**src/rtl/reg_file_pkg.sv**
```systemverilog
// Shared types and helpers for reg_file_mp: FSM state enum, byte-count helper,
// and the byte-enable merge used by both the write path and the read bypass.
package reg_file_pkg;

   typedef enum logic [0:0] {
      ST_INIT  = 1'b0,
      ST_READY = 1'b1
   } rf_state_e;

   // merge_be works on a fixed wide bus; callers size-cast in and out.
   localparam int unsigned MAX_DW = 256;
   localparam int unsigned MAX_BE = MAX_DW / 8;

   function automatic int unsigned be_count(input int unsigned dw);
      return dw / 8;
   endfunction

   function automatic logic [MAX_DW-1:0] merge_be(
      input logic [MAX_DW-1:0] old_w,
      input logic [MAX_DW-1:0] new_w,
      input logic [MAX_BE-1:0] be
   );
      logic [MAX_DW-1:0] m;
      m = old_w;
      for (int k = 0; k < int'(MAX_BE); k++) begin
         if (be[k]) m[8*k +: 8] = new_w[8*k +: 8];
      end
      return m;
   endfunction

endpackage

```
**src/rtl/reg_file_rd_port.sv**
```systemverilog
// One read port of reg_file_mp: combinational or registered read, write-first bypass,
// valid tracking and (with REG_FILE_MP_PARITY_EN) a parity-error flag.
module reg_file_rd_port
   import reg_file_pkg::*;
#(
   parameter int DATA_WIDTH = 8,
   parameter int ADDR_WIDTH = 4,
   parameter int RD_LATENCY = 0
) (
   input  logic                            i_clk,
   input  logic                            i_rst,
   input  logic                            i_ready,
   input  logic                            i_r_en,
   input  logic [ADDR_WIDTH-1:0]           i_r_addr,
   input  logic [DATA_WIDTH-1:0]           i_mem_word,
   input  logic                            i_w_en,
   input  logic [ADDR_WIDTH-1:0]           i_w_addr,
   input  logic [DATA_WIDTH-1:0]           i_w_data,
   input  logic [be_count(DATA_WIDTH)-1:0] i_w_be,
`ifdef REG_FILE_MP_PARITY_EN
   input  logic                            i_mem_par,
   output logic                            o_r_parity_err,
`endif
   output logic [DATA_WIDTH-1:0]           o_r_data,
   output logic                            o_r_valid
);

   logic                  rd_fire;
   logic                  hit;
   logic [DATA_WIDTH-1:0] byp_word;
   logic [DATA_WIDTH-1:0] data_q;
   logic                  valid_q;

   assign rd_fire  = i_ready & i_r_en;
   assign hit      = i_ready & i_w_en & (i_w_addr == i_r_addr);
   assign byp_word = hit ? DATA_WIDTH'(merge_be(MAX_DW'(i_mem_word), MAX_DW'(i_w_data), MAX_BE'(i_w_be)))
                         : i_mem_word;

   always_ff @(posedge i_clk) begin
      if (i_rst) begin
         data_q  <= '0;
         valid_q <= 1'b0;
      end else begin
         valid_q <= rd_fire;
         if (rd_fire) data_q <= byp_word;
      end
   end

   // Latency 0 sees the stored word only, so same-cycle writes read old data.
   assign o_r_data  = (RD_LATENCY == 0) ? (i_ready ? i_mem_word : '0) : data_q;
   assign o_r_valid = (RD_LATENCY == 0) ? rd_fire : valid_q;

`ifdef REG_FILE_MP_PARITY_EN
   logic par_bad;
   logic err_q;

   assign par_bad = (^i_mem_word) ^ i_mem_par;

   // A bypassed word carries freshly computed parity, so it can never be in error.
   always_ff @(posedge i_clk) begin
      if (i_rst) err_q <= 1'b0;
      else       err_q <= rd_fire & ~hit & par_bad;
   end

   assign o_r_parity_err = (RD_LATENCY == 0) ? (rd_fire & par_bad) : err_q;
`endif

endmodule

```
**src/rtl/reg_file_mp.sv**
```systemverilog
// Multi-read-port register file with byte-enable writes and a post-reset init sweep.
// Define REG_FILE_MP_PARITY_EN to store an even-parity bit per entry and expose o_r_parity_err.
module reg_file_mp
   import reg_file_pkg::*;
#(
   parameter int                    DATA_WIDTH = 8,
   parameter int                    ADDR_WIDTH = 4,
   parameter int                    NUM_RD     = 2,
   parameter int                    RD_LATENCY = 0,
   parameter logic [DATA_WIDTH-1:0] INIT_VALUE = '0
) (
   input  logic                            i_clk,
   input  logic                            i_rst,
   input  logic                            i_w_en,
   input  logic [ADDR_WIDTH-1:0]           i_w_addr,
   input  logic [DATA_WIDTH-1:0]           i_w_data,
   input  logic [be_count(DATA_WIDTH)-1:0] i_w_be,
   input  logic [NUM_RD-1:0]               i_r_en,
   input  logic [NUM_RD*ADDR_WIDTH-1:0]    i_r_addr,
   output logic [NUM_RD*DATA_WIDTH-1:0]    o_r_data,
   output logic [NUM_RD-1:0]               o_r_valid,
`ifdef REG_FILE_MP_PARITY_EN
   output logic [NUM_RD-1:0]               o_r_parity_err,
`endif
   output logic                            o_init_busy
);

   localparam int DEPTH = 2 ** ADDR_WIDTH;
`ifdef REG_FILE_MP_PARITY_EN
   localparam int MEM_W = DATA_WIDTH + 1;
`else
   localparam int MEM_W = DATA_WIDTH;
`endif

   rf_state_e             state_q, state_d;
   logic [ADDR_WIDTH-1:0] init_cnt_q, init_cnt_d;
   logic [MEM_W-1:0]      mem_q [DEPTH];
   logic                  ready;
   logic                  wr_en;
   logic [ADDR_WIDTH-1:0] wr_addr;
   logic [DATA_WIDTH-1:0] wr_data;
   logic [MEM_W-1:0]      wr_word;

   assign ready       = (state_q == ST_READY);
   assign o_init_busy = ~ready;

   always_comb begin
      state_d    = state_q;
      init_cnt_d = init_cnt_q;
      if (state_q == ST_INIT) begin
         init_cnt_d = init_cnt_q + ADDR_WIDTH'(1);
         if (&init_cnt_q) state_d = ST_READY;
      end
   end

   always_ff @(posedge i_clk) begin
      if (i_rst) begin
         state_q    <= ST_INIT;
         init_cnt_q <= '0;
      end else begin
         state_q    <= state_d;
         init_cnt_q <= init_cnt_d;
      end
   end

   // The init sweep owns the write port until ready; user writes are dropped meanwhile.
   assign wr_en   = ~i_rst & (~ready | i_w_en);
   assign wr_addr = ready ? i_w_addr : init_cnt_q;
   assign wr_data = ready ? DATA_WIDTH'(merge_be(MAX_DW'(mem_q[i_w_addr][DATA_WIDTH-1:0]),
                                                 MAX_DW'(i_w_data), MAX_BE'(i_w_be)))
                          : INIT_VALUE;

`ifdef REG_FILE_MP_PARITY_EN
   assign wr_word = {^wr_data, wr_data};
`else
   assign wr_word = wr_data;
`endif

   always_ff @(posedge i_clk) begin
      if (wr_en) mem_q[wr_addr] <= wr_word;
   end

   genvar gi;
   generate
      for (gi = 0; gi < NUM_RD; gi++) begin : g_rd
         logic [MEM_W-1:0] word;
         assign word = mem_q[i_r_addr[gi*ADDR_WIDTH +: ADDR_WIDTH]];

         reg_file_rd_port #(
            .DATA_WIDTH (DATA_WIDTH),
            .ADDR_WIDTH (ADDR_WIDTH),
            .RD_LATENCY (RD_LATENCY)
         ) u_port (
            .i_clk          (i_clk),
            .i_rst          (i_rst),
            .i_ready        (ready),
            .i_r_en         (i_r_en[gi]),
            .i_r_addr       (i_r_addr[gi*ADDR_WIDTH +: ADDR_WIDTH]),
            .i_mem_word     (word[DATA_WIDTH-1:0]),
            .i_w_en         (i_w_en),
            .i_w_addr       (i_w_addr),
            .i_w_data       (i_w_data),
            .i_w_be         (i_w_be),
`ifdef REG_FILE_MP_PARITY_EN
            .i_mem_par      (word[DATA_WIDTH]),
            .o_r_parity_err (o_r_parity_err[gi]),
`endif
            .o_r_data       (o_r_data[gi*DATA_WIDTH +: DATA_WIDTH]),
            .o_r_valid      (o_r_valid[gi])
         );
      end
   endgenerate

endmodule
```
**config.mk**
```make
export PLATFORM = sky130hd
export DESIGN_NAME = reg_file_mp
export DESIGN_NICKNAME = d
export VERILOG_FILES = /design/src/rtl/reg_file_pkg.sv /design/src/rtl/reg_file_rd_port.sv /design/src/rtl/reg_file_mp.sv
export SDC_FILE = /design/constraint.sdc
export NUM_CORES = 1
export LEC_CHECK = 0
export CORE_ASPECT_RATIO = 1.25
export CORE_MARGIN = 2
export CORE_UTILIZATION = 55
export DETAILED_ROUTE_END_ITERATION = 10
export MAX_ROUTING_LAYER = met4
export PLACE_DENSITY = 0.83
export SLEW_MARGIN = 20
export SYNTH_ARGS = -nofsm -noshare
export SYNTH_HDL_FRONTEND = slang
export SYNTH_SLANG_ARGS = --single-unit
```
**constraint.sdc**
```tcl
create_clock -name i_clk -period 3 [get_ports i_clk]
set_input_delay 0.9 -clock i_clk [delete_from_list [all_inputs] [get_ports i_clk]]
set_output_delay 0.9 -clock i_clk [all_outputs]
set_load 0.1 [all_outputs]
```
==> metrics.md <==
| Metric | Value |
|---|---|
| Status | complete, but fails checks |
| Failing checks | negative setup slack |
| Initial Util | 56.6% |
| Total Routed Length | 26.0 mm |
| Syn Nets | 512 |
| Post-DP Area | 0.00888 mm^2 |
| Fin crit share | 108% |
| Synth Flop Type | edfxtp_1 |
| # DRC | 0 |
| # hold bufs at CTS | 0 |
| P&R area growth vs syn | 33.2% |
| Max_slew headroom | 47.5% |
| Die height | 135 um |
| Total number of vias | 5731 |
| CP Class | in -> out |
| Filler cells | about 690 |
| F_max | about 0.31 GHz |
| Yosys reg bits | 133 |
| CP max FO | 5 |
| Final GP Congestion | 0.966 |
| First-pass GRT wire length | 36.4 mm |
| Dpl hpwl | 13.4 mm |
| Tightest Hold Check Type | reg -> reg |
| Worst VDD drop | 0.000454 V |
| Slowest cell on the critical path | mux4_2 |
| Worst Setup End Kind | primary output |
| # rows | 47 |
| Share of cells above drive strength 1 | 40.3% |
| CP Cell Sequence | buf_12 -> buf_12 -> mux4_2 -> a211oi_4 -> buf_4 -> a211oi_4 -> buf_12 |
| CP max stage delay | 0.53 ns |
| Util after Layout | roughly 75% |
| Largest net degree at the start of global routing | 49 |
| Post-DRT Antenna Nets | 0 |
| Pwr per Cell Area | 462 mW/mm^2 |
| Final min period | 3.23 ns |
| Worst skew pair latency | 0.43 ns |
| Final net count | 605 |
| Clk root buf | clkbuf_16 |
| Leading cell type by number of instances after synthesis | edfxtp_1 |
| Synth Instances | slightly below 500 |
| Ys async rst share | 0% |
| Hold Fails Final Rpt | 0 |
| Core footprint | 0.0133 mm^2 |
| DR iter-0 viols | between 900 and 1000 |
| Pre-Repair DR Iteration Count | 6 |
| DIE AREA | ~0.015 mm^2 |
| Chip width | 109 um |
| Pre-CTS WS | -0.527 ns |
| RSZ-0062 raised after global routing | yes |
| DR vias/cell | 7.53 |
| Vias in the first global route | between 5000 and 6000 |
| YS warnings | 0 |
| IO Port Bufs | 44 |
| Synth area leader | edfxtp_1 |
| Io pins | 45 |
| Post-synth EDFFs | between 100 and 150 |
| # Max-Cap Violations | 0 |
| Actual slew at the worst max-slew pin | between 0.7 and 0.8 ns |
| TritonCTS clock tree | done |
| LEAKAGE | around 3.5 nW |
| Top post-synthesis cells by count | edfxtp_1 (128), mux2i_1 (97), mux4_2 (42) |
| Max Slew Vio Count | 0 |
| Mapped cell area | 0.00755 mm^2 |
| Post-route cell area | 0.0101 mm^2 |
| Clk pin slew, worst setup/hold paths | 0.06 ns |
| Ant. Diodes | 0 |
| Gr ovfl total | 0 |
| Area contributors post-synth | edfxtp_1 (51%), mux2i_1 (13%), mux4_2 (13%), mux4_1 (7.7%), a22oi_1 (2.4%) |
| Worst path arrival time | 2.33 ns |
| Seq/Total Area, Yosys | 52.2% |
| Final worst setup slack | -0.230 ns |
| CP required | 2.10 ns |
| Per-cell routed wire length | 34.1 um |
| CTS Buffer Depth | 2 |
| CTS buffer count | 17 |
| Number of library cell types mapped by synthesis | 32 |
| Skew final | between 0.01 and 0.015 ns |
| Finish-stage setup viols | 16 |
| CTS sink cnt | ~130 |
| Total GRT Usage | 36.9% |
| Syn Area/Cell | approximately 16 um^2 |
| Most frequent CP cell | buf_12 |
| Power Total | between 0.004 and 0.005 W |
| Crit start category | input port |
| Yosys top cell area share | 50.9% |
| Initial antenna violation count | 0 |
| H-tree depth | 4 |
## layout by cell type (no fill, tap or decap), types with 2 or more instances in the layout
cell type / netlist / final
edfxtp_1: 128 / 128
mux2i_1: 97 / 66
mux4_2: 42 / 64
buf_4: 6 / 45
buf_12: 3 / 37
nand3_1: 26 / 26
a22oi_1: 24 / 24
nand2_1: 23 / 23
nor2_1: 24 / 23
mux2i_4: 0 / 22
clkbuf_16: 0 / 18
clkdlybuf4s50_1: 0 / 17
o22ai_4: 0 / 15
a21oi_1: 11 / 11
mux2i_2: 0 / 9
buf_16: 0 / 6
nor2b_1: 6 / 5
clkinv_2: 0 / 5
dfxtp_1: 5 / 5
and2_1: 4 / 4
clkinvlp_4: 0 / 4
nand2b_1: 3 / 3
clkinv_4: 0 / 3
bufbuf_16: 0 / 3
dlygate4sd2_1: 0 / 3
inv_1: 2 / 2
a211oi_4: 0 / 2
nor3_1: 2 / 2
xor2_1: 2 / 2
## metrics by stage
step	TNS [ns]	std cells	hold WS, ns
3_3_place_gp	-7.26	714	0.485
2_1_floorplan	-0.451	485	0.466
6_report	-2.24	761	0.509
5_1_grt	-2.54	761	0.538
4_1_cts	-2.04	759	0.513
3_5_place_dp	-8.13	714	0.503
## cells by family (layout without fill, tap and decap cells)
kind of cell / after synthesis / after routing / share of synthesized area (%)
adders and majority gates: 1 / 1 / 0.166
xor gates and xnor gates: 3 / 3 / 0.348
AOI/OAI and AO/OA: 56 / 56 / 5.00
and+or+nand+nor: 90 / 90 / 5.45
muxes: 161 / 161 / 33.0
DFF: 133 / 133 / 52.2
buffers and inverters: 41 / 146 / 3.81
## path summary, 6_finish.rpt
| path | startpoint | endpoint | slack (ns) | cells after the start |
|---|---|---|---|---|
| worst max-delay path | i_r_addr[4] | o_r_data[10] | -0.23 | 7 |
| worst min-delay path | init_cnt_q[2]$_SDFFE_PP0N_ | ready$_SDFF_PP0_ | 0.51 | 2 |
| worst max register to register | ready$_SDFF_PP0_ | mem_q[5][7]$_DFFE_PP_ | 0.42 | 5 |
| worst min register to register | init_cnt_q[2]$_SDFFE_PP0N_ | ready$_SDFF_PP0_ | 0.51 | 2 |
## sequential cells by signal, indices dropped and copies added (netlist names)
signal and cells:
init_cnt_q 4, mem_q 128, ready 1
## worst max-delay path: cells and delay by family
family	cells	cell delay, ns
buf+inv	4	0.58
compound gates	2	0.31
mux	1	0.53
## metal layers
metal | routed length (um) | global-route usage [%] | vias up
met5 | 0 | - | -
met2 | 12500 | 56.8 | 594
met4 | 2070 | 22.5 | 0
met1 | 7910 | 44.2 | 2771
met3 | 3520 | 8.45 | 183
li1 | - | - | 2183
## power by group
group,switching (W),internal (W)
sequential,0.0000224,0.00204
clock,0.000835,0.00112
combinational,0.000302,0.000328
total,0.00116,0.00349
## final cells by class
class | instances | area, um^2 | area share (%)
inverters | 2 | 7.51 | 0.0746
clock inverters | 14 | 115 | 1.14
multi-input cells | 311 | 3790 | 37.6
well taps | 171 | 214 | 2.13
repair buffers | 113 | 1570 | 15.6
flip-flops and latches | 133 | 3940 | 39.2
clock buffers | 17 | 425 | 4.23
## timing repair
action                                  in CTS  in global routing
setup buffers                                5                  2
endpoints found under the setup margin      16                 16
resized for setup                           65                 15
pin swaps                                    7                  4
gates cloned                                 9                  1
Power figures use the tool's default switching activity.
